## src/rtl/jedro_1_lsu_if.sv

```systemverilog
// jedro_1 LSU bus bundle: execute-stage request, data RAM port and write-back result.
// slave = the LSU itself, master = the surrounding pipeline/RAM.
interface jedro_1_lsu_if #(
  parameter int DATA_WIDTH     = 32,
  parameter int ADDR_WIDTH     = 32,
  parameter int REG_ADDR_WIDTH = 5
);
  logic                      req_valid_i;
  logic                      req_ready_o;
  logic                      req_we_i;
  logic [2:0]                req_funct3_i;
  logic [ADDR_WIDTH-1:0]     req_addr_i;
  logic [DATA_WIDTH-1:0]     req_wdata_i;
  logic [REG_ADDR_WIDTH-1:0] req_rd_i;
  logic                      mem_en_o;
  logic [3:0]                mem_we_o;
  logic [ADDR_WIDTH-1:0]     mem_addr_o;
  logic [DATA_WIDTH-1:0]     mem_wdata_o;
  logic [DATA_WIDTH-1:0]     mem_rdata_i;
  logic                      wb_valid_o;
  logic [REG_ADDR_WIDTH-1:0] wb_rd_o;
  logic [DATA_WIDTH-1:0]     wb_data_o;
  logic                      st_done_o;
  logic                      misaligned_o;

  modport slave (
    input  req_valid_i, req_we_i, req_funct3_i, req_addr_i, req_wdata_i, req_rd_i, mem_rdata_i,
    output req_ready_o, mem_en_o, mem_we_o, mem_addr_o, mem_wdata_o,
           wb_valid_o, wb_rd_o, wb_data_o, st_done_o, misaligned_o
  );

  modport master (
    output req_valid_i, req_we_i, req_funct3_i, req_addr_i, req_wdata_i, req_rd_i, mem_rdata_i,
    input  req_ready_o, mem_en_o, mem_we_o, mem_addr_o, mem_wdata_o,
           wb_valid_o, wb_rd_o, wb_data_o, st_done_o, misaligned_o
  );
endinterface

```

## src/rtl/jedro_1_lsu.sv

```systemverilog
// jedro_1 load/store unit: one op at a time, IDLE -> ACCESS (-> WAIT for loads).
// Optional macro JEDRO_1_LSU_MISALIGN_TRAP_EN drops misaligned ops instead of aligning them.
module jedro_1_lsu #(
  parameter int DATA_WIDTH     = 32,
  parameter int ADDR_WIDTH     = 32,
  parameter int REG_ADDR_WIDTH = 5
) (
  input  logic          clk_i,
  input  logic          rst_i,
  jedro_1_lsu_if.slave  bus
);

  typedef enum logic [1:0] {S_IDLE, S_ACCESS, S_WAIT} state_t;

  state_t                    r_state;
  logic                      r_we;
  logic [2:0]                r_funct3;
  logic [1:0]                r_lane;
  logic [REG_ADDR_WIDTH-1:0] r_rd;
  logic                      r_mem_en;
  logic [3:0]                r_mem_we;
  logic [ADDR_WIDTH-1:0]     r_mem_addr;
  logic [DATA_WIDTH-1:0]     r_mem_wdata;
  logic                      r_wb_valid;
  logic [REG_ADDR_WIDTH-1:0] r_wb_rd;
  logic [DATA_WIDTH-1:0]     r_wb_data;
  logic                      r_st_done;
  logic                      r_misaligned;

  logic                  w_is_byte;
  logic                  w_is_half;
  logic                  w_trap;
  logic [1:0]            w_lane;
  logic [3:0]            w_be;
  logic [DATA_WIDTH-1:0] w_wdata;
  logic [7:0]            w_rbyte;
  logic [15:0]           w_rhalf;
  logic [DATA_WIDTH-1:0] w_load;

  // Unlisted encodings and stores with funct3[2] set fall through to word size.
  always_comb begin
    w_is_byte = (bus.req_funct3_i == 3'b000) || (!bus.req_we_i && bus.req_funct3_i == 3'b100);
    w_is_half = (bus.req_funct3_i == 3'b001) || (!bus.req_we_i && bus.req_funct3_i == 3'b101);
    w_lane    = 2'b00;
    w_be      = 4'b1111;
    w_wdata   = bus.req_wdata_i;
    if (w_is_byte) begin
      w_lane  = bus.req_addr_i[1:0];
      w_be    = 4'b0001 << w_lane;
      w_wdata = {4{bus.req_wdata_i[7:0]}};
    end else if (w_is_half) begin
      w_lane  = {bus.req_addr_i[1], 1'b0};
      w_be    = 4'b0011 << w_lane;
      w_wdata = {2{bus.req_wdata_i[15:0]}};
    end
  end

`ifdef JEDRO_1_LSU_MISALIGN_TRAP_EN
  assign w_trap = w_is_half ? bus.req_addr_i[0] : (!w_is_byte && (bus.req_addr_i[1:0] != 2'b00));
`else
  assign w_trap = 1'b0;
`endif

  always_comb begin
    w_rbyte = bus.mem_rdata_i[{r_lane, 3'b000} +: 8];
    w_rhalf = r_lane[1] ? bus.mem_rdata_i[31:16] : bus.mem_rdata_i[15:0];
    case (r_funct3)
      3'b000:  w_load = {{24{w_rbyte[7]}}, w_rbyte};
      3'b100:  w_load = {24'h0, w_rbyte};
      3'b001:  w_load = {{16{w_rhalf[15]}}, w_rhalf};
      3'b101:  w_load = {16'h0, w_rhalf};
      default: w_load = bus.mem_rdata_i;
    endcase
  end

  always_ff @(posedge clk_i or posedge rst_i) begin
    if (rst_i) begin
      r_state      <= S_IDLE;
      r_we         <= 1'b0;
      r_funct3     <= 3'b000;
      r_lane       <= 2'b00;
      r_rd         <= '0;
      r_mem_en     <= 1'b0;
      r_mem_we     <= 4'b0000;
      r_mem_addr   <= '0;
      r_mem_wdata  <= '0;
      r_wb_valid   <= 1'b0;
      r_wb_rd      <= '0;
      r_wb_data    <= '0;
      r_st_done    <= 1'b0;
      r_misaligned <= 1'b0;
    end else begin
      r_wb_valid   <= 1'b0;
      r_st_done    <= 1'b0;
      r_misaligned <= 1'b0;
      case (r_state)
        S_IDLE: begin
          if (bus.req_valid_i) begin
            r_we     <= bus.req_we_i;
            r_funct3 <= bus.req_funct3_i;
            r_lane   <= w_lane;
            r_rd     <= bus.req_rd_i;
            if (w_trap) begin
              r_misaligned <= 1'b1;
            end else begin
              r_state     <= S_ACCESS;
              r_mem_en    <= 1'b1;
              r_mem_we    <= bus.req_we_i ? w_be : 4'b0000;
              r_mem_addr  <= {bus.req_addr_i[ADDR_WIDTH-1:2], 2'b00};
              r_mem_wdata <= w_wdata;
            end
          end
        end
        S_ACCESS: begin
          r_mem_en <= 1'b0;
          r_mem_we <= 4'b0000;
          if (r_we) begin
            r_st_done <= 1'b1;
            r_state   <= S_IDLE;
          end else begin
            r_state <= S_WAIT;
          end
        end
        S_WAIT: begin
          r_wb_valid <= 1'b1;
          r_wb_rd    <= r_rd;
          r_wb_data  <= w_load;
          r_state    <= S_IDLE;
        end
        default: r_state <= S_IDLE;
      endcase
    end
  end

  // Ready is gated by reset so it reads 0 for the whole time rst_i is high.
  assign bus.req_ready_o  = (r_state == S_IDLE) && !rst_i;
  assign bus.mem_en_o     = r_mem_en;
  assign bus.mem_we_o     = r_mem_we;
  assign bus.mem_addr_o   = r_mem_addr;
  assign bus.mem_wdata_o  = r_mem_wdata;
  assign bus.wb_valid_o   = r_wb_valid;
  assign bus.wb_rd_o      = r_wb_rd;
  assign bus.wb_data_o    = r_wb_data;
  assign bus.st_done_o    = r_st_done;
  assign bus.misaligned_o = r_misaligned;

endmodule

```

## src/flat_wrapper.sv

```systemverilog
// flat-port wrapper written by rule: the top's interface ports become plain ports
module jedro_1_lsu_flat 
#(
  parameter int DATA_WIDTH     = 32,
  parameter int ADDR_WIDTH     = 32,
  parameter int REG_ADDR_WIDTH = 5
)
  (clk_i, rst_i, bus_req_valid_i, bus_req_we_i, bus_req_funct3_i, bus_req_addr_i, bus_req_wdata_i, bus_req_rd_i, bus_mem_rdata_i, bus_req_ready_o, bus_mem_en_o, bus_mem_we_o, bus_mem_addr_o, bus_mem_wdata_o, bus_wb_valid_o, bus_wb_rd_o, bus_wb_data_o, bus_st_done_o, bus_misaligned_o);
  jedro_1_lsu_if #(.DATA_WIDTH(DATA_WIDTH), .ADDR_WIDTH(ADDR_WIDTH), .REG_ADDR_WIDTH(REG_ADDR_WIDTH)) bus_i ();
  input  logic clk_i;
  input  logic rst_i;
  input wire logic [$bits(bus_i.req_valid_i)-1:0] bus_req_valid_i;
  input wire logic [$bits(bus_i.req_we_i)-1:0] bus_req_we_i;
  input wire logic [$bits(bus_i.req_funct3_i)-1:0] bus_req_funct3_i;
  input wire logic [$bits(bus_i.req_addr_i)-1:0] bus_req_addr_i;
  input wire logic [$bits(bus_i.req_wdata_i)-1:0] bus_req_wdata_i;
  input wire logic [$bits(bus_i.req_rd_i)-1:0] bus_req_rd_i;
  input wire logic [$bits(bus_i.mem_rdata_i)-1:0] bus_mem_rdata_i;
  output wire logic [$bits(bus_i.req_ready_o)-1:0] bus_req_ready_o;
  output wire logic [$bits(bus_i.mem_en_o)-1:0] bus_mem_en_o;
  output wire logic [$bits(bus_i.mem_we_o)-1:0] bus_mem_we_o;
  output wire logic [$bits(bus_i.mem_addr_o)-1:0] bus_mem_addr_o;
  output wire logic [$bits(bus_i.mem_wdata_o)-1:0] bus_mem_wdata_o;
  output wire logic [$bits(bus_i.wb_valid_o)-1:0] bus_wb_valid_o;
  output wire logic [$bits(bus_i.wb_rd_o)-1:0] bus_wb_rd_o;
  output wire logic [$bits(bus_i.wb_data_o)-1:0] bus_wb_data_o;
  output wire logic [$bits(bus_i.st_done_o)-1:0] bus_st_done_o;
  output wire logic [$bits(bus_i.misaligned_o)-1:0] bus_misaligned_o;
  assign bus_i.req_valid_i = bus_req_valid_i;
  assign bus_i.req_we_i = bus_req_we_i;
  assign bus_i.req_funct3_i = bus_req_funct3_i;
  assign bus_i.req_addr_i = bus_req_addr_i;
  assign bus_i.req_wdata_i = bus_req_wdata_i;
  assign bus_i.req_rd_i = bus_req_rd_i;
  assign bus_i.mem_rdata_i = bus_mem_rdata_i;
  assign bus_req_ready_o = bus_i.req_ready_o;
  assign bus_mem_en_o = bus_i.mem_en_o;
  assign bus_mem_we_o = bus_i.mem_we_o;
  assign bus_mem_addr_o = bus_i.mem_addr_o;
  assign bus_mem_wdata_o = bus_i.mem_wdata_o;
  assign bus_wb_valid_o = bus_i.wb_valid_o;
  assign bus_wb_rd_o = bus_i.wb_rd_o;
  assign bus_wb_data_o = bus_i.wb_data_o;
  assign bus_st_done_o = bus_i.st_done_o;
  assign bus_misaligned_o = bus_i.misaligned_o;
  jedro_1_lsu #(.DATA_WIDTH(DATA_WIDTH), .ADDR_WIDTH(ADDR_WIDTH), .REG_ADDR_WIDTH(REG_ADDR_WIDTH)) u_core (.clk_i(clk_i), .rst_i(rst_i), .bus(bus_i));
endmodule
```

## config.mk

```make
export PLATFORM = sky130hd
export DESIGN_NAME = jedro_1_lsu_flat
export DESIGN_NICKNAME = d
export VERILOG_FILES = /design/src/rtl/jedro_1_lsu_if.sv /design/src/rtl/jedro_1_lsu.sv /design/src/flat_wrapper.sv
export SDC_FILE = /design/constraint.sdc
export NUM_CORES = 1
export LEC_CHECK = 0
export ABC_AREA = 1
export BUFFER_PORTS_ARGS = -buffer_cell sky130_fd_sc_hd__buf_2
export CAP_MARGIN = 10
export CORE_ASPECT_RATIO = 0.75
export CORE_UTILIZATION = 40
export CTS_CLUSTER_SIZE = 14
export DETAILED_ROUTE_END_ITERATION = 8
export PLACE_DENSITY = 0.78
export SLEW_MARGIN = 40
export SYNTH_ARGS = -nofsm -noshare
export SYNTH_HDL_FRONTEND = slang
export SYNTH_SLANG_ARGS = --single-unit
```

## constraint.sdc

```tcl
create_clock -name clk_i -period 4.8 [get_ports clk_i]
set_input_delay 0.72 -clock clk_i [delete_from_list [all_inputs] [get_ports clk_i]]
set_output_delay 0.72 -clock clk_i [all_outputs]
set_load 0.03 [all_outputs]
```

Word-level counts from Yosys, hierarchy flattened --
Cells that the tools add are included.
Storage, ports and cells: flip-flop bits (word level) 119, latch bits 0, RAM bits 0, memory bits (read-only) 0, memories 0
Operators by class: add/sub/neg operators 0, multiply operators 0, div/mod/pow operators 0, magnitude comparators 0, eq/ne operators 9, shifts and indexed selects 3, multiplexer cells 19, bitwise operators 0, reductions and logical operators 13
Operators with widths (count):
- $pmux 32 s4 | 1
- $mux 32 | 2
- $shiftx 32x6->8 | 1
- $mux 16 | 1
- $mux 4 | 4
- $eq 3x3->1 const B | 4
- $mux 2 | 4
- $pmux 4 s2 | 1
- $eq 3x1->1 const B | 2
- $logic_not 3->1 | 2
- $mux 1 | 4
- $pmux 2 s2 | 1
- $reduce_and 2->1 | 2
- $shl 1x2->4 const A | 1
- $shl 2x2->4 const A | 1
- $logic_and 1x1->1 | 3
- $eq 2x1->1 const B | 1
- $eq 2x2->1 const B | 1
- $logic_not 1->1 | 2
- $logic_not 2->1 | 1
- $logic_or 1x1->1 | 2
- $ne 2x2->1 const B | 1
- $pmux 1 s2 | 1
- $reduce_bool 2->1 | 1

Longest topological paths before layout --
Gate-level depths: netlist (run 1).
word-level depth 8, mapped depth 10, gate-level depth less buffers 8

Worst setup path before layout (run 1) --
Ideal clock, no wire load.
kind input-to-output, start point input rst_i, end point output bus_req_ready_o, data arrival time 1372 ps, required time 4080 ps, slack 2708 ps, stages on the path 1, cells stage by stage nor3_1
On the way: longest elaborated chain between the ends 2
RTL lines:
- start, declared | line flat_wrapper.sv:11 | input logic rst_i;
- $logic_not 1->1 (no line)
- $logic_and 1x1->1 | line jedro_1_lsu.sv:136 | assign bus.req_ready_o = (r_state == S_IDLE) && !rst_i;
- end, declared | line flat_wrapper.sv:19 | output wire logic [$bits(bus_i.req_ready_o)-1:0] bus_req_ready_o;
Every way passes these cells.

Worst setup path in the final report (run 1) --
start point register u_core.r_state[1], end point register u_core.r_mem_wdata[22] (netlist: u_core.bus.mem_wdata_o[22])
On the way: longest elaborated chain between the ends 2
RTL lines:
- start, declared | line jedro_1_lsu.sv:15 | state_t r_state;
- start signal, assigned | line jedro_1_lsu.sv:78 | r_state <= S_IDLE;
- start signal, assigned | line jedro_1_lsu.sv:106 | r_state <= S_ACCESS;
- start signal, assigned | line jedro_1_lsu.sv:119 | r_state <= S_IDLE;
- $logic_not 2->1 | line jedro_1_lsu.sv:96 | case (r_state)
- $reduce_and 2->1 (no line)
- end signal, assigned | line jedro_1_lsu.sv:110 | r_mem_wdata <= w_wdata;
- end, declared | line jedro_1_lsu.sv:23 | logic [DATA_WIDTH-1:0] r_mem_wdata;
Every way passes these cells. A chain may end at the register's enable or synchronous reset.

==> summary.txt, run 1 <==
Drt
  – Detailed Routing Iterations Pass 1: 4
  – Drt total wl: 16.1 mm
  – Detail Route Antenna Nets: 0
  – Number of vias per cell: 4.90
  – Residual DRC count: 0
  – Routed vias: 5417
  – Wire per inst: 14.5 um
  – Initial DRC Count: 308

Timing
  – RSZ-0062 raised after global routing: false
  – Hold Fails Final Rpt: 0
  – Number of max-slew violations in the final report: 0
  – Fin crit period: 2020 ps
  – Relative slew slack: 50.6%
  – Setup ws final: 2780 ps
  – Final Setup Violations: 0
  – Fmax: 0.494 GHz
  – Least-Margin Pin Slew: 740 ps
  – Total negative slack: 0 ps
  – Clock skew: 11.8 ps
  – Final worst path period share: 42.2%

Clock network
  – CTS max path bufs: 2
  – TritonCTS clock tree: built
  – H-tree Lvls: 4
  – Sink Count: 119
  – Hold-fix buffers, CTS: 0
  – CTS buffer count: 17
  – Clk_lat worst skew: 420 ps
  – Clock slew at reported path FFs: 60 ps
  – Post-CTS resize count: 0
  – Root Buffer: clkbuf_16
  – Post-CTS setup buffer count: 0

Pwr
  – NetSw: 2.12 mW
  – Combinational share of power: 41.3%
  – Worst VDD drop: 0.307 mV
  – Pwr dens: 659 mW/mm^2
  – Switch share: 43.8%
  – Total internal power: 2.73 mW
  – Sequential share of power: 33.2%
  – Power, Total: 4.85 mW
  – Lkg Pwr: 4.12 nW
  – Clock network power share: 25.5%

Finish
  – Synth-to-Final Area Change: 29.8%
  – Final #Nets: 1027
  – Final Non-Filler Cells: 1106
  – Final Util: 53.4%
  – Most frequent cells in the layout: nand2_1 (313), buf_2 (214), dfrtp_1 (119)
  – Inserted Diodes: 0
  – Fraction of layout cells with a size suffix above 1: 31.4%
  – Most common cell after layout, fill and taps aside: nand2_1

Worst setup path
  – R2R setup slack: 2780 ps
  – Reg2reg start: u_core.r_state[1]$_DFFE_PP0P_
  – Startpoint types: register
  – CP Capture Point: u_core.bus.mem_wdata_o[22]$_DFFE_PP0P_
  – Worst setup path start: u_core.r_state[1]$_DFFE_PP0P_
  – Setup CP Type: reg2reg
  – Crit. End Element: register
  – Reg-to-reg endpoint: u_core.bus.mem_wdata_o[22]$_DFFE_PP0P_
  – Worst Path Required: 5130 ps
  – R2R depth: 6
  – Crit path DAT: 2350 ps
  – Crit Path Max Fanout: 50

Placement
  – Cells after DPL: 1075
  – GP Congestion: 0.896
  – Place WS: 2450 ps
  – HPWL after DPL: 11.4 mm
  – Buffers added on ports: 214

Die
  – Die Y-Extent: 105 um
  – # IOs: 218
  – Initial Utilization: 41.1%
  – Die X-Extent: 140 um
  – Core area: 0.0138 sq mm
  – Cell row count: 37
  – Total die area: 0.0147 sq mm

GRT
  – Largest net degree at the start of global routing: 60
  – Initial antenna violation count: 1
  – Remaining Overflow, GRT: 0
  – GRT Total Usage: 22.9%
  – Vias in the first global route: 5177
  – Global-route wire length before repair: 25.9 mm

Logic synthesis
  – Synth Register Bits: 119
  – Syn. warnings: 0
  – Post-Synthesis Cells: 718
  – Syn Std Cell Area: 0.00567 sq mm
  – Part of the Yosys area used for sequential elements: 52.5%
  – Unique cell type count in the Yosys netlist: 29
  – Post-synthesis area per instance: 7.90 sq um

Hold path
  – HP Class: in2async

Status
  – Status: finished clean

Job
  – Max-Cap Viols: 0
==> critical path, cell delays in order, from the launching register on <==
cell and delay, ps:
dfrtp_1 410, inv_2 80, nand3_2 80, inv_2 550
buf_4 540, nor2_1 70, a31oi_1 190
==> power by group through the flow <==
stage                     Combinational (mW)  Sequential (mW)  Clock, mW
after floorplan                        0.769             2.27          0
after global placement                  1.98             1.61          0
after detailed placement                2.02             1.61          0
after CTS                               2.02             1.61       1.26
after global routing                    2.17             1.66       1.32
final                                   2.00             1.61       1.24
==> synthesized netlist by cell type, drive strengths merged <==
master  instances  share of area [%]
buf            31                3.6
o21ai          23                2.0
dfrtp         119                 52
a21oi          35                3.2
and2            5               0.55
o22ai           7               0.77
inv            63                4.2
nor3            2               0.26
nand2         321                 22
a31oi          23                2.5
nor2           29                2.1
or2            16                1.8
clkbuf          9               0.60
o21bai          1               0.13
conb            1              0.066
nand3          33                3.9
==> stage by stage <==
stage / instance area, sq um / hold WS [ps]
2_1_floorplan: 5680 / 403
3_3_place_gp: 6780 / 415
3_5_place_dp: 6780 / 420
4_1_cts: 7360 / 428
5_1_grt: 7360 / 452
6_report: 7360 / 409
==> cells by family (layout without fill, tap and decap cells) <==
group	after synthesis	after routing	share of synthesized area (%)
buffers and inverters	103	314	8.40
AND/OR/NAND/NOR	406	406	30.4
AO/OA/AOI/OAI	89	89	8.62
other	1	3	0.0661
flip-flops	119	119	52.5
==> layout make-up <==
class / count / area, sq um
well taps: 175 / 219
clock inverters: 14 / 154
inverters: 63 / 241
fillers: 1291 / 6430
flip-flops and latches: 119 / 2980
multi-input cells: 498 / 2230
repair buffers: 220 / 1120
clock buffers: 17 / 425
==> worst min-delay path by stage <==
stage	startpoint	to	slack (ps)	cells after the start
2_1_floorplan	u_core.r_we$_DFFE_PP0P_	u_core.r_state[1]$_DFFE_PP0P_	400	1
3_3_place_gp	u_core.r_we$_DFFE_PP0P_	u_core.r_state[1]$_DFFE_PP0P_	420	1
3_5_place_dp	u_core.r_we$_DFFE_PP0P_	u_core.r_state[1]$_DFFE_PP0P_	420	1
4_1_cts	rst_i	u_core.bus.mem_addr_o[24]$_DFFE_PP0P_	430	2
5_1_grt	u_core.r_we$_DFFE_PP0P_	u_core.r_state[1]$_DFFE_PP0P_	450	1
6_report	rst_i	u_core.bus.mem_addr_o[24]$_DFFE_PP0P_	410	2
==> routing by layer <==
metal  wire, um  GRT usage, %  up-vias
met4        194          6.83        2
met3       1440          7.75       16
met1       7040          29.7     2481
met2       7370          36.1      273
li1           -             -     2645
met5          8             0        -
==> registers in the layout, summed over array words and instances, names as in the netlist <==
signal / count
u_core.r_state: 2
u_core.r_funct3: 3
u_core.bus.wb_data_o: 32
u_core.r_we: 1
u_core.r_lane: 2
u_core.bus.mem_wdata_o: 32
u_core.bus.mem_en_o: 1
u_core.bus.mem_we_o: 4
u_core.bus.st_done_o: 1
u_core.bus.wb_valid_o: 1
u_core.bus.mem_addr_o: 30
u_core.bus.wb_rd_o: 5
u_core.r_rd: 5
No activity file was read; power rests on OpenSTA's default activity.
==> run 2: changes to the inputs <==
--- a/config.mk
+++ b/config.mk
@@ -12,7 +12,7 @@
 export CORE_UTILIZATION = 40
 export CTS_CLUSTER_SIZE = 14
 export DETAILED_ROUTE_END_ITERATION = 8
-export PLACE_DENSITY = 0.78
+export PLACE_DENSITY = 0.81
 export SLEW_MARGIN = 40
 export SYNTH_ARGS = -nofsm -noshare
 export SYNTH_HDL_FRONTEND = slang
==> constraint.sdc (replaced) <==
create_clock -name clk_i -period 1.8 [get_ports clk_i]
set_input_delay 0.27 -clock clk_i [delete_from_list [all_inputs] [get_ports clk_i]]
set_output_delay 0.27 -clock clk_i [all_outputs]
set_load 0.03 [all_outputs]
==> run 2 against run 1 <==
Net effect: die area is the same; register-to-register slack lost 2500 ps; clock-buffer cell count is the same; sequential share of layout area shrank 0.71 points; hold slack lost 360 ps; first-iteration DRC count grew 2.9%; via count grew 0.48%; core utilization grew 0.95 points; critical path type is now in2out.
==> summary.txt, run 2 (synthesis results as in run 1) <==
Pwr
  – Combinational share of power: 40.9% (was 41.3%)
  – Sequential share of power: 32.5% (was 33.2%)
  – Pwr dens: 1760 mW/mm^2 (was 659 mW/mm^2)
  – Switch share: 43.9% (was 43.8%)
  – Lkg Pwr: 4.20 nW (was 4.12 nW)
  – NetSw: 5.78 mW (was 2.12 mW)
  – Power, Total: 13.2 mW (was 4.85 mW)
  – Clock network power share: 26.6% (was 25.5%)
  – Worst VDD drop: 0.865 mV (was 0.307 mV)
  – Total internal power: 7.40 mW (was 2.73 mW)

Finish
  – Fraction of layout cells with a size suffix above 1: 31.9% (was 31.4%)
  – Synth-to-Final Area Change: 32.1% (was 29.8%)
  – Final #Nets: 1036 (was 1027)
  – # fillers: 1303 (was 1291)
  – Most frequent cells in the layout: nand2_1 (314), buf_2 (214), dfrtp_1 (119) (was nand2_1 (313), buf_2 (214), dfrtp_1 (119))
  – Inserted Diodes: 0 (unchanged)
  – Area of the multi-input gates: 0.00223 sq mm (about the same)
  – FF+latch area: 0.00298 sq mm (unchanged)
  – Most common cell after layout, fill and taps aside: nand2_1 (unchanged)

Clock network
  – Sink Count: 119 (unchanged)
  – Clk_lat worst skew: 410 ps (was 420 ps)
  – Post-CTS resize count: 0 (unchanged)
  – Post-CTS setup buffer count: 0 (unchanged)
  – Clock slew at reported path FFs: 60 ps (about the same)
  – CTS max path bufs: 2 (unchanged)
  – TritonCTS clock tree: built (unchanged)
  – Root Buffer: clkbuf_16 (unchanged)
  – Hold-fix buffers, CTS: 1 (was 0)
  – CTS buffer count: 17 (unchanged)
  – H-tree Lvls: 4 (unchanged)

Hold path
  – Min-delay src: bus_req_addr_i[27]
  – HP Class: in2reg (was in2async)

GRT
  – Global-route wire length before repair: 26.5 mm (was 25.9 mm)
  – Remaining Overflow, GRT: 0 (unchanged)
  – Initial antenna violation count: 0 (was 1)
  – GRT Total Usage: 23.2% (was 22.9%)
  – Vias in the first global route: 5345 (was 5177)
  – Largest net degree at the start of global routing: 64 (was 60)

Worst setup path
  – Reg2reg start: u_core.r_lane[1]$_DFFE_PP0P_ (was u_core.r_state[1]$_DFFE_PP0P_)
  – Crit. End Element: output port (was register)
  – Startpoint types: input port (was register)
  – Setup CP Type: in2out (was reg2reg)
  – Worst setup path start: rst_i (was u_core.r_state[1]$_DFFE_PP0P_)
  – Crit Path Max Fanout: 2 (was 50)
  – Crit path DAT: 1310 ps (was 2350 ps)
  – Worst Path Required: 1530 ps (was 5130 ps)

Timing
  – Fin crit period: 1580 ps
  – Clock skew: 8.16 ps (was 11.8 ps)
  – Hold Fails Final Rpt: 0 (unchanged)
  – Final worst path period share: 87.6%
  – Final Setup Violations: 0 (unchanged)
  – RSZ-0062 raised after global routing: false (unchanged)
  – Number of max-slew violations in the final report: 0 (unchanged)
  – Fmax: 0.634 GHz
  – Total negative slack: 0 ps (unchanged)

Job
  – Max-Cap Viols: 0 (unchanged)

Drt
  – Number of vias per cell: 4.88 (was 4.90)
  – Initial DRC Count: 317 (was 308)
  – Residual DRC count: 0 (unchanged)
  – Drt total wl: 15.7 mm (was 16.1 mm)
  – Wire per inst: 14.1 um (was 14.5 um)
  – Routed vias: 5443 (was 5417)
  – Detailed Routing Iterations Pass 1: 5 (was 4)
  – Detail Route Antenna Nets: 0 (unchanged)

Placement
  – HPWL after DPL: 11.6 mm (was 11.4 mm)
  – GP Congestion: 0.950 (was 0.896)
  – Buffers added on ports: 214 (unchanged)

Die
  – Core area: 0.0138 sq mm (unchanged)
  – Total die area: 0.0147 sq mm (unchanged)
  – Cell row count: 37 (unchanged)
  – Die Y-Extent: 105 um (unchanged)
  – Die X-Extent: 140 um (unchanged)
  – # IOs: 218 (unchanged)
  – Initial Utilization: 41.1% (unchanged)

Status
  – Status: finished clean (unchanged)
-- run 2: cell types whose count changed in the layout (fill, tap and decap cells not counted), moves of 2 or more --
cell,delta
buf_4,+5
clkinvlp_4,-3
inv_6,+5
clkinv_4,-2
inv_8,+3
buf_12,+3
-- run 2: final timing paths --
kind	to	slack, ps	depth (start not counted)
hold reg to reg	u_core.r_state[1]$_DFFE_PP0P_	430	1
setup reg to reg	u_core.bus.wb_data_o[30]$_DFFE_PP0P_	320	8
setup / recovery	bus_req_ready_o	220	4
max in group asynchronous	u_core.bus.mem_addr_o[5]$_DFFE_PP0P_	980	4
hold / removal	u_core.bus.mem_addr_o[27]$_DFFE_PP0P_	50	3
min in group asynchronous	u_core.bus.mem_addr_o[25]$_DFFE_PP0P_	550	4
-- run 2: worst max-delay path, cell delays in order --
cell and delay (ps):
dlygate4sd3_1 540, buf_2 140, nor3_1 120, buf_2 230
-- run 2: final cells by class --
class	instances	area share, %
Tap cell	175	2.92
Sequential cell	119	39.7
Inverter	63	3.24
Clock inverter	15	2.39
Timing Repair Buffer	229	16.3
Clock buffer	17	5.68
Multi-Input combinational cell	498	29.7
-- run 2: through the flow --
step	area, sq um	hold WS (ps)	setup WS, ps	cells	utilization (%)
floorplan	5680	380	74.6	720	-
global placement	6880	417	405	1083	49.9
detailed placement	6880	415	329	1083	49.9
CTS	7490	34.5	222	1116	54.3
global route	7490	44.4	153	1116	54.3
finish	7490	51.9	223	1116	54.3
-- run 2: per-layer routing --
layer	GRT usage [%]	up-vias	wire length, um
met2	37.9	235	7400
met4	5.87	0	136
met5	0	-	0
li1	-	2654	-
met3	6.78	13	1280
met1	30.0	2541	6910
-- run 2: power by group through the flow --
| stage | registers (mW) | logic (mW) | clock network, mW |
|---|---|---|---|
| 6_report | 4.28 | 5.39 | 3.51 |
| 5_1_grt | 4.42 | 5.90 | 3.71 |
| 4_1_cts | 4.29 | 5.43 | 3.59 |
| 3_5_place_dp | 4.30 | 5.42 | 0 |
| 3_3_place_gp | 4.30 | 5.32 | 0 |
| 2_1_floorplan | 6.06 | 2.05 | 0 |
==> run 3: changes to the inputs <==
--- a/config.mk
+++ b/config.mk
@@ -6,13 +6,13 @@
 export NUM_CORES = 1
 export LEC_CHECK = 0
 export ABC_AREA = 1
-export BUFFER_PORTS_ARGS = -buffer_cell sky130_fd_sc_hd__buf_2
 export CAP_MARGIN = 10
 export CORE_ASPECT_RATIO = 0.75
 export CORE_UTILIZATION = 40
 export CTS_CLUSTER_SIZE = 14
 export DETAILED_ROUTE_END_ITERATION = 8
-export PLACE_DENSITY = 0.81
+export DONT_BUFFER_PORTS = 1
+export PLACE_DENSITY = 0.67
 export SLEW_MARGIN = 40
 export SYNTH_ARGS = -nofsm -noshare
 export SYNTH_HDL_FRONTEND = slang
==> run 3 against run 2 <==
Net effect: via count is 13% lower; core utilization is 4.1 points lower; non-clock buffer count is 161 lower; highest routed layer unchanged.
==> summary.txt, run 3 (synthesis results as in run 1) <==
Timing
  – Final Setup Violations: 0 (unchanged)
  – Final worst path period share: 83.0% (was 87.6%)
  – Number of max-slew violations in the final report: 0 (unchanged)
  – Fmax: 0.669 GHz (was 0.634 GHz)
  – Setup ws final: 305 ps (was 223 ps)
  – Relative slew slack: 57.4%
  – Clock skew: 8.94 ps (was 8.16 ps)
  – Hold Fails Final Rpt: 0 (unchanged)
  – Fin crit period: 1490 ps (was 1580 ps)
  – Total negative slack: 0 ps (unchanged)
  – RSZ-0062 raised after global routing: false (unchanged)
  – Least-Margin Pin Slew: 639 ps

Worst setup path
  – Crit path DAT: 1800 ps (was 1310 ps)
  – R2R depth: 8 (unchanged)
  – Worst Path Required: 2110 ps (was 1530 ps)
  – Crit. End Element: register (was output port)
  – Setup CP Type: reg2reg (was in2out)
  – Startpoint types: register (was input port)
  – Crit Path Max Fanout: 24 (was 2)

GRT
  – Global-route wire length before repair: 25.2 mm (was 26.5 mm)
  – GRT Total Usage: 22.2% (was 23.2%)
  – Initial antenna violation count: 0 (unchanged)
  – Remaining Overflow, GRT: 0 (unchanged)
  – Largest net degree at the start of global routing: 120 (was 64)
  – Vias in the first global route: 4839 (was 5345)

Die
  – Initial Utilization: 41.1% (unchanged)
  – Cell row count: 37 (unchanged)
  – # IOs: 218 (unchanged)
  – Die X-Extent: 140 um (unchanged)
  – Total die area: 0.0147 sq mm (unchanged)
  – Core area: 0.0138 sq mm (unchanged)
  – Die Y-Extent: 105 um (unchanged)

Finish
  – Most frequent cells in the layout: nand2_1 (314), dfrtp_1 (119), dlygate4sd3_1 (56) (was nand2_1 (314), buf_2 (214), dfrtp_1 (119))
  – Most common cell after layout, fill and taps aside: nand2_1 (unchanged)
  – # fillers: 1339 (was 1303)
  – Final instance area: 0.00693 sq mm (was 0.00749 sq mm)
  – Final #Nets: 875 (was 1036)
  – Inserted Diodes: 0 (unchanged)
  – Fraction of layout cells with a size suffix above 1: 10.8% (was 31.9%)
  – Synth-to-Final Area Change: 22.2% (was 32.1%)

Drt
  – Number of vias per cell: 4.96 (was 4.88)
  – Wire per inst: 16.3 um (was 14.1 um)
  – Detailed Routing Iterations Pass 1: 5 (unchanged)
  – Residual DRC count: 0 (unchanged)
  – Detail Route Antenna Nets: 0 (unchanged)
  – Drt total wl: 15.6 mm (was 15.7 mm)
  – Routed vias: 4741 (was 5443)
  – Initial DRC Count: 292 (was 317)

Placement
  – Area post-placement: 0.00579 sq mm (was 0.00688 sq mm)
  – Buffers added on ports: 0 (was 214)
  – GP Congestion: 0.884 (was 0.950)
  – HPWL after DPL: 10.3 mm (was 11.6 mm)
  – Place WS: 320 ps (was 329 ps)

Clock network
  – Post-CTS setup buffer count: 0 (unchanged)
  – CTS max path bufs: 2 (unchanged)
  – Sink Count: 119 (unchanged)
  – Clk_lat worst skew: 410 ps (about the same)
  – TritonCTS clock tree: built (unchanged)
  – Post-CTS resize count: 0 (unchanged)
  – Clock slew at reported path FFs: 60 ps (about the same)
  – Hold-fix buffers, CTS: 56 (was 1)
  – Root Buffer: clkbuf_16 (unchanged)
  – H-tree Lvls: 4 (unchanged)
  – CTS buffer count: 17 (unchanged)

Hold path
  – Hold depth: 2 (was 3)
  – HP Class: in2reg (unchanged)

Status
  – Status: finished clean (unchanged)

Job
  – Max-Cap Viols: 0 (unchanged)

Pwr
  – Pwr dens: 1750 mW/mm^2 (was 1760 mW/mm^2)
  – Worst VDD drop: 0.772 mV (was 0.865 mV)
  – Lkg Pwr: 3.54 nW (was 4.20 nW)
## run 3: cell count changes in the layout (fill, tap and decap cells not counted)
cell	before	now
inv_6	6	8
buf_2	214	0
buf_4	11	9
bufinv_16	2	1
clkinv_2	1	0
dlygate4sd3_1	1	56
clkinvlp_4	2	4
inv_8	4	2
## run 3: layout make-up
cell class	instances	area [sq um]	area share, %
Clock buffer	17	425	6.14
Multi-Input combinational cell	498	2230	32.1
Tap cell	175	219	3.16
Sequential cell	119	2980	43.0
Clock inverter	15	154	2.22
Timing Repair Buffer	68	688	9.93
Inverter	63	243	3.50
## run 3: critical path, stage by stage (launching register included)
cell     delay (ps)
dfrtp_1         440
inv_4           190
nand2_4          60
nand3_1          90
nand2_2          90
nand2_4         270
nand3_1         130
nand2_1          80
inv_1            40
## run 3: worst paths after layout
check                      slack (ps)                                      to                    startpoint
hold / removal                     20  u_core.bus.mem_wdata_o[20]$_DFFE_PP0P_           bus_req_wdata_i[20]
setup / recovery                  310    u_core.bus.wb_data_o[29]$_DFFE_PP0P_  u_core.r_lane[1]$_DFFE_PP0P_
setup reg to reg                  310    u_core.bus.wb_data_o[29]$_DFFE_PP0P_  u_core.r_lane[1]$_DFFE_PP0P_
max in group asynchronous         800  u_core.bus.mem_wdata_o[10]$_DFFE_PP0P_                         rst_i
min in group asynchronous         520   u_core.bus.mem_addr_o[26]$_DFFE_PP0P_                         rst_i
hold reg to reg                   420           u_core.r_state[1]$_DFFE_PP0P_       u_core.r_we$_DFFE_PP0P_
## run 3: per-stage QoR
stage,hold WS (ps),utilization [%],std cells,power (mW)
2_1_floorplan,380,-,720,8.11
3_3_place_gp,381,42.0,867,8.70
3_5_place_dp,385,42.0,867,8.75
4_1_cts,2.96,50.3,955,12.2
5_1_grt,6.04,50.3,955,12.9
6_report,21.3,50.3,955,12.2
## run 3: layer usage
| metal | vias up | GRT usage (%) | wire length (um) |
|---|---|---|---|
| met5 | - | 0 | 0 |
| met4 | 0 | 7.14 | 272 |
| met3 | 19 | 9.76 | 1570 |
| met2 | 188 | 34.9 | 7160 |
| met1 | 2202 | 27.1 | 6590 |
| li1 | 2332 | - | - |
## run 3: power by group
group	switching [mW]	total, mW	internal [mW]
logic	1.48	2.46	0.982
registers	2.70	6.35	3.65
clock network	1.38	3.34	1.95
total	5.56	12.2	6.59
